$ cat src/rtl/automatic_washing_machine_pkg.sv
// Shared types for the washing machine programme controller.
package automatic_washing_machine_pkg;

   localparam int unsigned STATE_W = 3;

   typedef enum logic [STATE_W-1:0] {
      CHECK_DOOR    = 3'd0,
      FILL_WATER    = 3'd1,
      ADD_DETERGENT = 3'd2,
      CYCLE         = 3'd3,
      DRAIN_WATER   = 3'd4,
      SPIN          = 3'd5,
      DONE          = 3'd6
   } state_t;

endpackage

$ cat src/rtl/automatic_washing_machine.sv
// Moore controller for one wash programme: fill, soap wash, drain, rinse pass, spin.
module automatic_washing_machine
   import automatic_washing_machine_pkg::*;
(
   input  logic clk,
   input  logic reset,
   input  logic door_close,
   input  logic start,
   input  logic filled,
   input  logic detergent_added,
   input  logic cycle_timeout,
   input  logic drained,
   input  logic spin_timeout,
   output logic door_lock,
   output logic motor_on,
   output logic fill_value_on,
   output logic drain_value_on,
   output logic done,
   output logic soap_wash,
   output logic water_wash
);

   state_t r_state;
   state_t w_next_state;
   logic   r_soap_wash;
   logic   r_water_wash;
   logic   w_set_soap;
   logic   w_set_water;
   logic   w_clr_flags;

   // State register and phase flags
   always_ff @(posedge clk or negedge reset) begin
      if (!reset) begin
         r_state      <= CHECK_DOOR;
         r_soap_wash  <= 1'b0;
         r_water_wash <= 1'b0;
      end else begin
         r_state <= w_next_state;
         if (w_clr_flags) begin
            r_soap_wash  <= 1'b0;
            r_water_wash <= 1'b0;
         end else begin
            if (w_set_soap)  r_soap_wash  <= 1'b1;
            if (w_set_water) r_water_wash <= 1'b1;
         end
      end
   end

   // Next state: each state looks only at its own exit input
   always_comb begin
      w_next_state = r_state;
      w_set_soap   = 1'b0;
      w_set_water  = 1'b0;
      w_clr_flags  = 1'b0;
      case (r_state)
         CHECK_DOOR: begin
            if (start && door_close) w_next_state = FILL_WATER;
         end
         FILL_WATER: begin
            if (filled) w_next_state = r_soap_wash ? CYCLE : ADD_DETERGENT;
         end
         ADD_DETERGENT: begin
            if (detergent_added) begin
               w_next_state = CYCLE;
               w_set_soap   = 1'b1;
            end
         end
         CYCLE: begin
            if (cycle_timeout) w_next_state = DRAIN_WATER;
         end
         DRAIN_WATER: begin
            if (drained) begin
               if (!r_water_wash) begin
                  w_next_state = FILL_WATER;
                  w_set_water  = 1'b1;
               end else begin
                  w_next_state = SPIN;
               end
            end
         end
         SPIN: begin
            if (spin_timeout) w_next_state = DONE;
         end
         DONE: begin
            w_next_state = CHECK_DOOR;
            w_clr_flags  = 1'b1;
         end
         default: w_next_state = CHECK_DOOR;
      endcase
   end

   // Actuator decode straight from the state register
   always_comb begin
      door_lock      = 1'b0;
      motor_on       = 1'b0;
      fill_value_on  = 1'b0;
      drain_value_on = 1'b0;
      done           = 1'b0;
      case (r_state)
         FILL_WATER: begin
            door_lock     = 1'b1;
            fill_value_on = 1'b1;
         end
         ADD_DETERGENT: door_lock = 1'b1;
         CYCLE: begin
            door_lock = 1'b1;
            motor_on  = 1'b1;
         end
         DRAIN_WATER: begin
            door_lock      = 1'b1;
            drain_value_on = 1'b1;
         end
         SPIN: begin
            door_lock      = 1'b1;
            motor_on       = 1'b1;
            drain_value_on = 1'b1;
         end
         DONE: done = 1'b1;
         default: ;
      endcase
   end

   assign soap_wash  = r_soap_wash;
   assign water_wash = r_water_wash;

endmodule

$ cat config.mk
export PLATFORM = sky130hd
export DESIGN_NAME = automatic_washing_machine
export DESIGN_NICKNAME = d
export VERILOG_FILES = /design/src/rtl/automatic_washing_machine_pkg.sv /design/src/rtl/automatic_washing_machine.sv
export SDC_FILE = /design/constraint.sdc
export NUM_CORES = 1
export LEC_CHECK = 0
export ABC_CLOCK_PERIOD_IN_PS = 1300
export CAP_MARGIN = 20
export CORE_AREA = 4 4 41 43
export CTS_CLUSTER_DIAMETER = 80
export CTS_CLUSTER_SIZE = 40
export DETAILED_ROUTE_END_ITERATION = 10
export DIE_AREA = 0 0 45 47
export PLACE_DENSITY_LB_ADDON = 0.2
export SLEW_MARGIN = 20
export SYNTH_ARGS = -nofsm -noshare
export SYNTH_HDL_FRONTEND = slang
export SYNTH_SLANG_ARGS = --single-unit
export TNS_END_PERCENT = 1
$ cat constraint.sdc
create_clock -name clk -period 1.3 [get_ports clk]
set_input_delay 0.26 -clock clk [delete_from_list [all_inputs] [get_ports clk]]
set_output_delay 0.26 -clock clk [all_outputs]
set_load 0.02 [all_outputs]
# Word level (Yosys, flattened, before mapping)
# Cells that the tools add are included.
[op_classes]
eq_ne = 12
n_mux = 23
n_reduce_logical = 8
[op_table]
columns = ["cell", "count"]
rows = [
  ["$mux 3", 7],
  ["$pmux 3 s6", 1],
  ["$mux 1", 15],
  ["$ne 2x2->1 const B", 6],
  ["$eq 3x3->1 const B", 3],
  ["$eq 3x2->1 const B", 2],
  ["$reduce_and 6->1", 1],
  ["$reduce_or 5->1", 1],
  ["$reduce_bool 2->1", 2],
  ["$reduce_or 2->1", 2],
  ["$eq 3x1->1 const B", 1],
  ["$logic_not 3->1", 1],
  ["$logic_and 1x1->1", 1],
]
[totals]
register_bits = 5
in_bits = 9
elab_cells = 46

# Depth between registers and ports, before layout
[logic_depth]
ltp_word = 5
ltp_mapped = 5

# Worst setup path after synthesis
# No wires, ideal clock.
[synth_timing]
path_kind = "register -> output"
startpoint = "register r_state[2]"
endpoint = "output port motor_on"
arrival_ps = 994
required_ps = 1040
slack_ps = 46
stages_incl_launch_ff = 4
path_buffers = 1
cell_sequence = "dfrtp_1 > buf_6 > nand2b_4 > a21oi_1"
[synth_between]
elab_chain_cells = 3
word_cells_on_any_way = 4
classes_between = "eq/ne: 2; mux: 1; reduce/logical: 1"
[synth_rtl]
columns = ["element", "line", "text"]
rows = [
  ["start: declaration", "automatic_washing_machine.sv:23", "state_t r_state;"],
  ["start signal: assignment", "automatic_washing_machine.sv:38", "r_state <= w_next_state;"],
  ["$eq 3x3->1 / $eq 3x2->1 (equally long branches)", "automatic_washing_machine.sv:99", "case (r_state)"],
  ["$reduce_or 2->1 (no line) *", "n/a", ""],
  ["$mux 1 *", "automatic_washing_machine.sv:99", ""],
  ["end: declaration", "automatic_washing_machine.sv:15", "output logic motor_on,"],
]
# Every way passes the cells marked *; elsewhere a longest branch is shown, timed or not.

# Worst setup path after layout
[layout_timing]
startpoint = "register r_state[1]"
endpoint = "output port motor_on"
# The elaborated chain is that of the path after synthesis.

==> impl_metrics.ini <==
[run_status]
status = complete, but fails checks
violations_in_the_final_reports = setup timing

[worst_setup_path]
critPathMaxFanout = 8
startpoint_type = flip-flop
cp_data_required_time_ns = 1.04
timing.critical_path.max_delay_family = flip-flops
worst-endpoint-arrival_ns = 1.15
maximum_single_stage_delay_on_the_critical_path_ns = 0.47
cpMaxStageDelayCell = dfrtp_2
kind_of_end_point_of_the_critical_path = primary output
crit_path_cells = nand2b_4, a21oi_2, buf_4
setup.worst_path.class = reg2out
cp_num_buf_inv = 1

[finish]
layout_cell_share_with_drive_strength_beyond_1 = 0.5211
design.final.nets = 81
fillerInstances = 132
multi_input_area_sq_um = 211.5
layout_utilization = 0.5067
layout.cell_area.non_filler_sq_um = 659.4
storage_element_area_sq_um = 127.6
count_of_antenna_diodes_in_the_layout = 0
finish.cell_count_without_fillers = 86
areaGrowthSynthToFinish_pct = 88.89

[sta]
min_clock_period_post_route_ns = 1.413
timing.final.ws_setup_ns = -0.1131
tightestPinTransition_ns = 0.2620
finalHoldViolations = 0
clock-skew-final_ns = 0.003075
f_max_mhz = 707.7
timing.slew.headroom = 0.8248
layout_worst_path_cycle_share = 1.087
setup_violations = 6
rsz_0062_raised_after_global_routing = yes
slew_viol_final = 0

[synth]
post_synth_instance_area_sq_um = 349.1
total_nets_after_synthesis = 47
post-synth-top-area-cell = dfrtp_1
synthDominantCellAreaShare = 0.3584
synth-async-reset-ratio = 1.000
synth_flop_cell = dfrtp_1
count_of_flip_flops_with_a_built_in_enable_after_synthesis = 0
yosys_warnings = 0
post_synth_num_cell_types = 20
post_synth_main_area_contributors = dfrtp_1 (36%), nand2b_4 (7.9%), a21oi_1 (7.2%), buf_6 (6.5%), a31oi_1 (5.4%)
synth-seq-cells = 5
average_cell_area_after_synthesis_sq_um = 9.186
synth_top_cells_by_count = a21oi_1 (5), dfrtp_1 (5), a31oi_1 (3), nand2_1 (3), nor2_1 (3)
postSynthCellCount = 38
seq_area_frac_synth = 0.3584

[detailed_routing]
antenna_left = 0
routed_wirelength_microns = 1140
drt-pass1-iter-count = 3
route.vias.total = 394
route.detailed.vias_per_inst = 4.581
remaining_drc_errors = 0
drt-wirelength-per-cell_microns = 13.26
detailedRoute.firstIterationViolations = 8

[clocking]
cts.htree.levels = 1
cts.clk_slew.worst_paths_ns = 0.04
clk_root_buffer_cell = clkbuf_4
clkLatencyLatePin_ns = 0.24
tritoncts_clock_tree = built
cts.path.max_buffers = 2
clock-sinks = 5
tritoncts.num_buffers = 3
cts.hold.buffers_added = 0

[placement]
place_ws_ns = -0.3799
finalWeightedCongestion = 0.8060
place_area_sq_um = 595.6
hpwlAfterDp_microns = 805.6
post-place-cells = 79
placement.io_buffers = 15

[global_route]
first_pass_grt_wire_length_microns = 1531
number_of_antenna_violations_at_the_first_check_in_global_routing = 0
first_global_vias = 379
grtUsageTotal = 0.1041
overflow = 0
maximum_number_of_pins_on_one_net_before_global_route_repair = 9

[pwr]
ir_worst_vdd_v = 0.001365
p_per_area_mw_per_mm2 = 2601
reported_leakage_power_nw = 0.3041

[floorplanning]
die_area_sq_mm = 0.002115
initial_core_utilization = 0.2683
die_w_microns = 45
top_level_ports = 16
floorplan.core_area_sq_mm = 0.001301
rows = 13
die_h_microns = 47

[min_path]
holdCritPathClass = in2async

[run]
maxCapViolCount = 0
-- metrics by stage --
stage                     power (mW)  TNS [ns]  hold WS [ns]
after CTS                      1.582   -0.5675        0.2477
after global routing           1.832   -0.7362        0.2546
after global placement         1.433    -1.662        0.5160
after detailed placement       1.420    -1.648        0.5098
final                          1.715   -0.4709        0.2566
after floorplan               0.9023         0      -0.03559
-- worst reg2reg max path: cells and delay by family (launching register included) --
| kind | cells | cell delay, ns |
|---|---|---|
| buffers and inverters | 2 | 0.30 |
| AO/OA/AOI/OAI | 4 | 0.55 |
| flip-flops | 1 | 0.42 |
-- final timing paths --
| kind | startpoint | endpoint | slack [ns] | cells after the start |
|---|---|---|---|---|
| setup / recovery | r_state[1] | motor_on | -0.11 | 3 |
| setup reg to reg | r_state[0] | r_state[0] | -0.08 | 6 |
| max in group asynchronous | reset | r_state[1] | 0.81 | 1 |
| hold reg to reg | water_wash | water_wash | 0.52 | 2 |
| min in group clk | water_wash | water_wash | 0.52 | 2 |
| hold / removal | reset | water_wash | 0.26 | 1 |
-- logic make-up (layout without fill, tap and decap cells) --
group	count (synthesis)	after routing	share of synthesized area
flip-flops	5	5	0.3584
buffers and inverters	6	39	0.1111
AO/OA/AOI/OAI	16	16	0.3334
AND/OR/NAND/NOR	11	11	0.1971
-- state kept, by name, summed over array words and instances, names as in the netlist --
| name | count |
|---|---|
| soap_wash | 1 |
| r_state | 3 |
| water_wash | 1 |
-- layout by cell type, fill, tap and decap left out, drive strengths merged --
cell            n
clkdlybuf4s50   8
dlygate4sd2     2
nor2            3
and3            1
a31oi           3
dfrtp           5
o2bb2ai         1
nand2b          2
o22a            2
inv             3
nor3b           1
o221ai          1
o21ai           1
nor3            1
clkbuf          4
a21oi           5
buf            22
a32o            1
a211oi          1
o22ai           1
nand2           3
-- per-layer routing --
metal / share of wire / wire length [microns] / GRT usage / up-vias
li1: - / - / - / 205
met1: 0.44 / 503 / 0.1339 / 178
met2: 0.52 / 591 / 0.1554 / 9
met3: 0.036 / 41 / 0.02299 / 2
met4: 0.0035 / 4 / 0.07018 / 0
met5: 0 / 0 / 0 / -
-- final cells by class --
class,instances,share of cell area
flip-flops and latches,5,0.1935
repair buffers,32,0.4004
multi-input cells,27,0.3207
inverters,3,0.01708
well taps,15,0.02846
clock buffers,4,0.03985
-- power by group --
group / switching (mW) / internal (mW) / leakage [nW]
Clock: 0.0619 / 0.116 / 0.0150
Combinational: 0.550 / 0.642 / 0.233
Sequential: 0.110 / 0.236 / 0.0561
-- timing repair --
action,CTS,global route
pin swaps,1,0
setup buffers,1,2
resized for setup,28,9
hold endpoints to repair,0,0
endpoints found under the setup margin,8,6
Power figures use the tool's default switching activity.
